`config.mk`:
```
export PLATFORM = sky130hd
export DESIGN_NAME = spi_regfile_peripheral
export DESIGN_NICKNAME = d
export VERILOG_FILES = /design/src/rtl/spi_regfile_peripheral.sv
export SDC_FILE = /design/constraint.sdc
export NUM_CORES = 1
export LEC_CHECK = 0
export CAP_MARGIN = 20
export CORE_ASPECT_RATIO = 1.2
export CORE_UTILIZATION = 53
export CTS_CLUSTER_DIAMETER = 60
export DETAILED_ROUTE_END_ITERATION = 8
export GPL_TIMING_DRIVEN = 0
export PLACE_DENSITY = 0.79
export REMOVE_ABC_BUFFERS = 1
export SYNTH_ARGS = -nofsm -noshare
export SYNTH_HDL_FRONTEND = slang
export SYNTH_SLANG_ARGS = --single-unit
export TNS_END_PERCENT = 100
```
`constraint.sdc`:
```
create_clock -name clk -period 3.2 [get_ports clk]
set_clock_uncertainty 0.2 [all_clocks]
set_input_delay 0.96 -clock clk [delete_from_list [all_inputs] [get_ports clk]]
set_output_delay 0.96 -clock clk [all_outputs]
set_load 0.005 [all_outputs]
```
`src/rtl/spi_regfile_peripheral.sv`:
```
// SPI mode-0 peripheral exposing NUM_REGS registers through {R/W, address, data} frames.
// Define SPI_READBACK_EN to build the read path (CIPO shift register and read frame errors).
module spi_regfile_peripheral #(
  parameter int DATA_W   = 8,
  parameter int NUM_REGS = 5,
  parameter int ADDR_W   = 7
) (
  input  logic                       clk,
  input  logic                       rst_n,
  input  logic                       sclk,
  input  logic                       COPI,
  input  logic                       nCS,
  output logic                       CIPO,
  output logic [NUM_REGS*DATA_W-1:0] regs_flat,
  output logic                       wr_strobe,
  output logic [ADDR_W-1:0]          wr_addr,
  output logic                       frame_err
);

  localparam int FRAME_W = 1 + ADDR_W + DATA_W;
  localparam int CNT_W   = $clog2(FRAME_W + 1);
  localparam logic [CNT_W-1:0]  HDR_CNT    = CNT_W'(1 + ADDR_W);
  localparam logic [CNT_W-1:0]  FRAME_CNT  = CNT_W'(FRAME_W);
  localparam logic [ADDR_W:0]   ADDR_LIMIT = (ADDR_W + 1)'(NUM_REGS);

  typedef enum logic [1:0] {IDLE, ADDR, DATA, END} state_t;

  logic [1:0]         sclk_sync, copi_sync, ncs_sync;
  logic               sclk_prev, ncs_prev;
  logic               sclk_rise, ncs_rise, ncs_fall;
  state_t             state;
  logic [CNT_W-1:0]   bit_cnt;
  logic               overflow;
  logic               rw;
  logic [FRAME_W-1:0] rx, rx_next;
  logic               frame_ok;
  logic [DATA_W-1:0]  regs [NUM_REGS];

  // NOTE: every clocked block uses non-blocking assignments so all flops update together.
  always_ff @(posedge clk or negedge rst_n) begin
    if (!rst_n) begin
      sclk_sync <= '0;
      copi_sync <= '0;
      ncs_sync  <= '0;
      sclk_prev <= 1'b0;
      ncs_prev  <= 1'b0;
    end else begin
      sclk_sync <= {sclk_sync[0], sclk};
      copi_sync <= {copi_sync[0], COPI};
      ncs_sync  <= {ncs_sync[0], nCS};
      sclk_prev <= sclk_sync[1];
      ncs_prev  <= ncs_sync[1];
    end
  end

  assign sclk_rise = sclk_sync[1] & ~sclk_prev;
  assign ncs_rise  = ncs_sync[1] & ~ncs_prev;
  assign ncs_fall  = ~ncs_sync[1] & ncs_prev;
  assign rx_next   = {rx[FRAME_W-2:0], copi_sync[1]};

  // A complete, non-overflowed frame whose address field hits a real register.
  assign frame_ok = (state == END) && !overflow && ({1'b0, rx[DATA_W +: ADDR_W]} < ADDR_LIMIT);

`ifdef SPI_READBACK_EN
  logic              sclk_fall;
  logic [DATA_W-1:0] rd_shift;

  assign sclk_fall = ~sclk_sync[1] & sclk_prev;

  function automatic logic [DATA_W-1:0] reg_at(input logic [ADDR_W-1:0] a);
    logic [DATA_W-1:0] v;
    v = '0;
    for (int i = 0; i < NUM_REGS; i++)
      if (a == ADDR_W'(i)) v = regs[i];
    return v;
  endfunction

  assign CIPO = (state == DATA) & ~rw & ~ncs_sync[1] & rd_shift[DATA_W-1];
`else
  assign CIPO = 1'b0;
`endif

  always_ff @(posedge clk or negedge rst_n) begin
    if (!rst_n) begin
      state     <= IDLE;
      bit_cnt   <= '0;
      overflow  <= 1'b0;
      rw        <= 1'b0;
      rx        <= '0;
      wr_strobe <= 1'b0;
      wr_addr   <= '0;
      frame_err <= 1'b0;
      // NOTE: the register file is small and must read back as zero after reset, so it is reset here.
      for (int i = 0; i < NUM_REGS; i++) regs[i] <= '0;
`ifdef SPI_READBACK_EN
      rd_shift  <= '0;
`endif
    end else begin
      wr_strobe <= 1'b0;
      frame_err <= 1'b0;
      if (ncs_rise) begin
        // Deselect beats any same-cycle sclk edge; frames with no bits are dropped silently.
        state <= IDLE;
        if (state != IDLE && (state != ADDR || bit_cnt != '0)) begin
          if (rw) begin
            if (frame_ok) begin
              for (int i = 0; i < NUM_REGS; i++)
                if (rx[DATA_W +: ADDR_W] == ADDR_W'(i)) regs[i] <= rx[DATA_W-1:0];
              wr_addr   <= rx[DATA_W +: ADDR_W];
              wr_strobe <= 1'b1;
            end else begin
              frame_err <= 1'b1;
            end
          end
`ifdef SPI_READBACK_EN
          else if (!frame_ok) begin
            frame_err <= 1'b1;
          end
`endif
        end
      end else begin
        unique case (state)
          IDLE: if (ncs_fall) begin
            state    <= ADDR;
            bit_cnt  <= '0;
            overflow <= 1'b0;
          end
          ADDR: if (sclk_rise) begin
            rx      <= rx_next;
            bit_cnt <= bit_cnt + 1'b1;
            if (bit_cnt == '0) rw <= copi_sync[1];
            if (bit_cnt + 1'b1 == HDR_CNT) begin
              state <= DATA;
`ifdef SPI_READBACK_EN
              if (!rx_next[ADDR_W]) rd_shift <= reg_at(rx_next[ADDR_W-1:0]);
`endif
            end
          end
          DATA: begin
            if (sclk_rise) begin
              rx      <= rx_next;
              bit_cnt <= bit_cnt + 1'b1;
              if (bit_cnt + 1'b1 == FRAME_CNT) state <= END;
            end
`ifdef SPI_READBACK_EN
            // The fall right after the last address bit must not shift: bit MSB is not yet sampled.
            else if (sclk_fall && bit_cnt != HDR_CNT) begin
              rd_shift <= {rd_shift[DATA_W-2:0], 1'b0};
            end
`endif
          end
          END: if (sclk_rise) overflow <= 1'b1;
          default: state <= IDLE;
        endcase
      end
    end
  end

  for (genvar g = 0; g < NUM_REGS; g++) begin : g_flat
    assign regs_flat[g*DATA_W +: DATA_W] = regs[g];
  end

endmodule
```
==> flow_summary.toml <==
[synthesis]
yosysMostFrequentCell = "dfrtp_1"
synth_area_um2 = 3420
async_flop_share = 1.00
synthFlopType = "dfrtp_1"
synthCells = 245
yosysSeqAreaShare = 0.593
yosysTopAreaCellShare = 0.593
synth_area_leaders = "dfrtp_1 (59%), mux2_2 (19%), ha_1 (3.7%)"
ys.warnings.count = 0
ys_types = 40
avgSynthCellArea_um2 = 13.9
ys_ff_latch = 81
yosys.area.top_type = "dfrtp_1"
synth_edf_count = 0
ys_top_cells_by_count = "dfrtp_1 (81), mux2_2 (58), nand2_1 (11), ha_1 (10), inv_1 (10)"

[sta]
clock.fmax_mhz = 366
setup_violations = 0
period_minus_slack_ps = 2730
rsz0062_at_grt = "false"
fin_tns_setup_ps = 0
hold_viol_final = 0
worstMarginPinSlew_ps = 596
slew_headroom = 0.601
fin_crit_sh = 0.853
drv_slew = 0

[critical_path]
setup.worst_path.end_class = "register"
cp.arrival_ps = 2760
worst_setup_path_start_kind = "register"
critPathKind = "reg -> reg"
path_max_fanout = 8
crit_required_ps = 3230
r2r_slack_ps = 470

[power]
power_density_nw_per_um2 = 578
leakagePower_uw = 0.00200
vdd_ir_drop_max_mv = 0.377
power_uw = 2480

[cts]
cts_resized = 0
cts-root-buf = "clkbuf_8"
clockBufferDepth = 2
clk_pin_slew_ps = 80
clkSinkCount = 81
htreeDepth = 3
cts_tree = "yes"
cts-buffers-inserted = 9
postCtsSetupBuffers = 0
cts_hold_buf = 0
clock_latency_ps = 350

[place]
portBuffers = 53
dp_hpwl_um = 4330
routabilityCongestion = 0.754

[final_layout]
area_growth_pct = 25.6
fillers = 452
antenna_cells = 0
drive_gt1_frac = 0.283
fin_nets = 318
post-route-util = 0.700

[grt]
grt_start_max_net_pins = 60
use_met3 = 0.0706
grt_pass1_vias = 2146
met2_usage = 0.341
antenna_found_initial = 0
gr-max-usage-layer = "met2"
grt_usage = 0.221
grt_pass1_wl_um = 11200
grt-ovfl-total = 0
gr-usage-met1 = 0.304

[drt]
vias = 2097
finalWirelength_um = 6530
drt_iter0_drc = 136
avgViaCountPerCell = 5.39
ant_nets = 0
firstDrtPassIters = 4
drcViolationCount = 0
routedWlPerCell_um = 16.8

[die]
start_util = 0.558
die_h_um = 90.0
die_area_um2 = 6770
core.rowCount = 31
num_io_pins = 55
die_x_um = 75.3
coreArea_um2 = 6130

[run_status]
status = "finished, final reports clean"

[job]
drv_cap = 0

[worst_hold_path]
hp-class = "reg -> reg"
[metrics by stage]
step	instance area (um^2)	setup slack, ps	hold slack [ps]	instances
4_1_cts	4290	461	152	389
3_5_place_dp	4060	461	136	374
5_1_grt	4290	281	162	389
3_3_place_gp	4010	-1800	133	372
6_report	4290	470	154	389
2_1_floorplan	3370	-113	131	237
[metal layers]
layer  share of wire  vias up
li1                -      972
met1            0.44     1064
met2            0.49       51
met3           0.052       10
met4           0.012        0
met5               0        -
[flip-flops by register name (all words and copies together) (netlist names), 2 cells and up]
signal     cells
rx            15
copi_sync      2
sclk_sync      2
wr_addr        7
bit_cnt        5
state          2
regs_flat     40
ncs_sync       2
[cell type report]
cell class / count / area [um^2] / area share
Inverter: 10 / 37.5 / 0.00875
Multi-Input combinational cell: 146 / 1330 / 0.309
Sequential cell: 81 / 2030 / 0.472
Clock buffer: 11 / 151 / 0.0353
Tap cell: 82 / 103 / 0.0239
Clock inverter: 4 / 76.3 / 0.0178
Timing Repair Buffer: 55 / 571 / 0.133
[worst paths after layout]
kind,startpoint,endpoint,cells past startpoint
worst min-delay path,sclk_sync[0]$_DFF_PN0_,sclk_sync[1]$_DFF_PN0_,0
min in group asynchronous,rst_n,state[0]$_DFFE_PN0P_,1
max in group asynchronous,rst_n,regs_flat[4]$_DFFE_PN0P_,2
worst min register to register,sclk_sync[0]$_DFF_PN0_,sclk_sync[1]$_DFF_PN0_,0
worst max register to register,bit_cnt[0]$_DFFE_PN0P_,regs_flat[8]$_DFFE_PN0P_,7
worst max-delay path,bit_cnt[0]$_DFFE_PN0P_,regs_flat[8]$_DFFE_PN0P_,7
[critical path, cell delays in order (launching register included)]
cell and delay, ps:
dfrtp_1 470, inv_1 70, ha_1 190, nor4b_1 150
a211oi_1 560, nand4_2 280, nor2_4 330, mux2_2 370
[cell usage in the layout (no fill, tap or decap), types with 4 or more instances in the layout]
master / netlist / final
dfrtp_1: 81 / 81
nand2_1: 11 / 11
mux2_2: 58 / 58
o21ai_0: 8 / 8
clkbuf_8: 0 / 11
inv_1: 10 / 10
nand3_1: 8 / 8
a21oi_1: 4 / 4
nor2_1: 7 / 7
clkdlybuf4s50_1: 0 / 52
ha_1: 10 / 10
and2_1: 5 / 5
[power by group]
part	switching [uW]	internal, uW	total, uW	leakage (uW)
Sequential	113	1110	1220	0.00110
Combinational	216	204	421	0.000784
Clock	362	479	841	0.000112
Total	691	1790	2480	0.00200
[logic make-up (layout without fill, tap and decap cells)]
logic type               after synthesis  after routing  share of synthesized area
AO/OA/AOI/OAI                         23             23                     0.0439
XOR/XNOR                               4              4                     0.0103
adder cells (fa/ha/maj)               10             10                     0.0366
buffers and inverters                 18             80                     0.0234
flip-flops                            81             81                      0.593
multiplexers                          58             58                      0.191
other                                  1              1                    0.00110
AND/OR/NAND/NOR                       50             50                      0.100
Note: power is estimated with default switching activity, not from simulation.
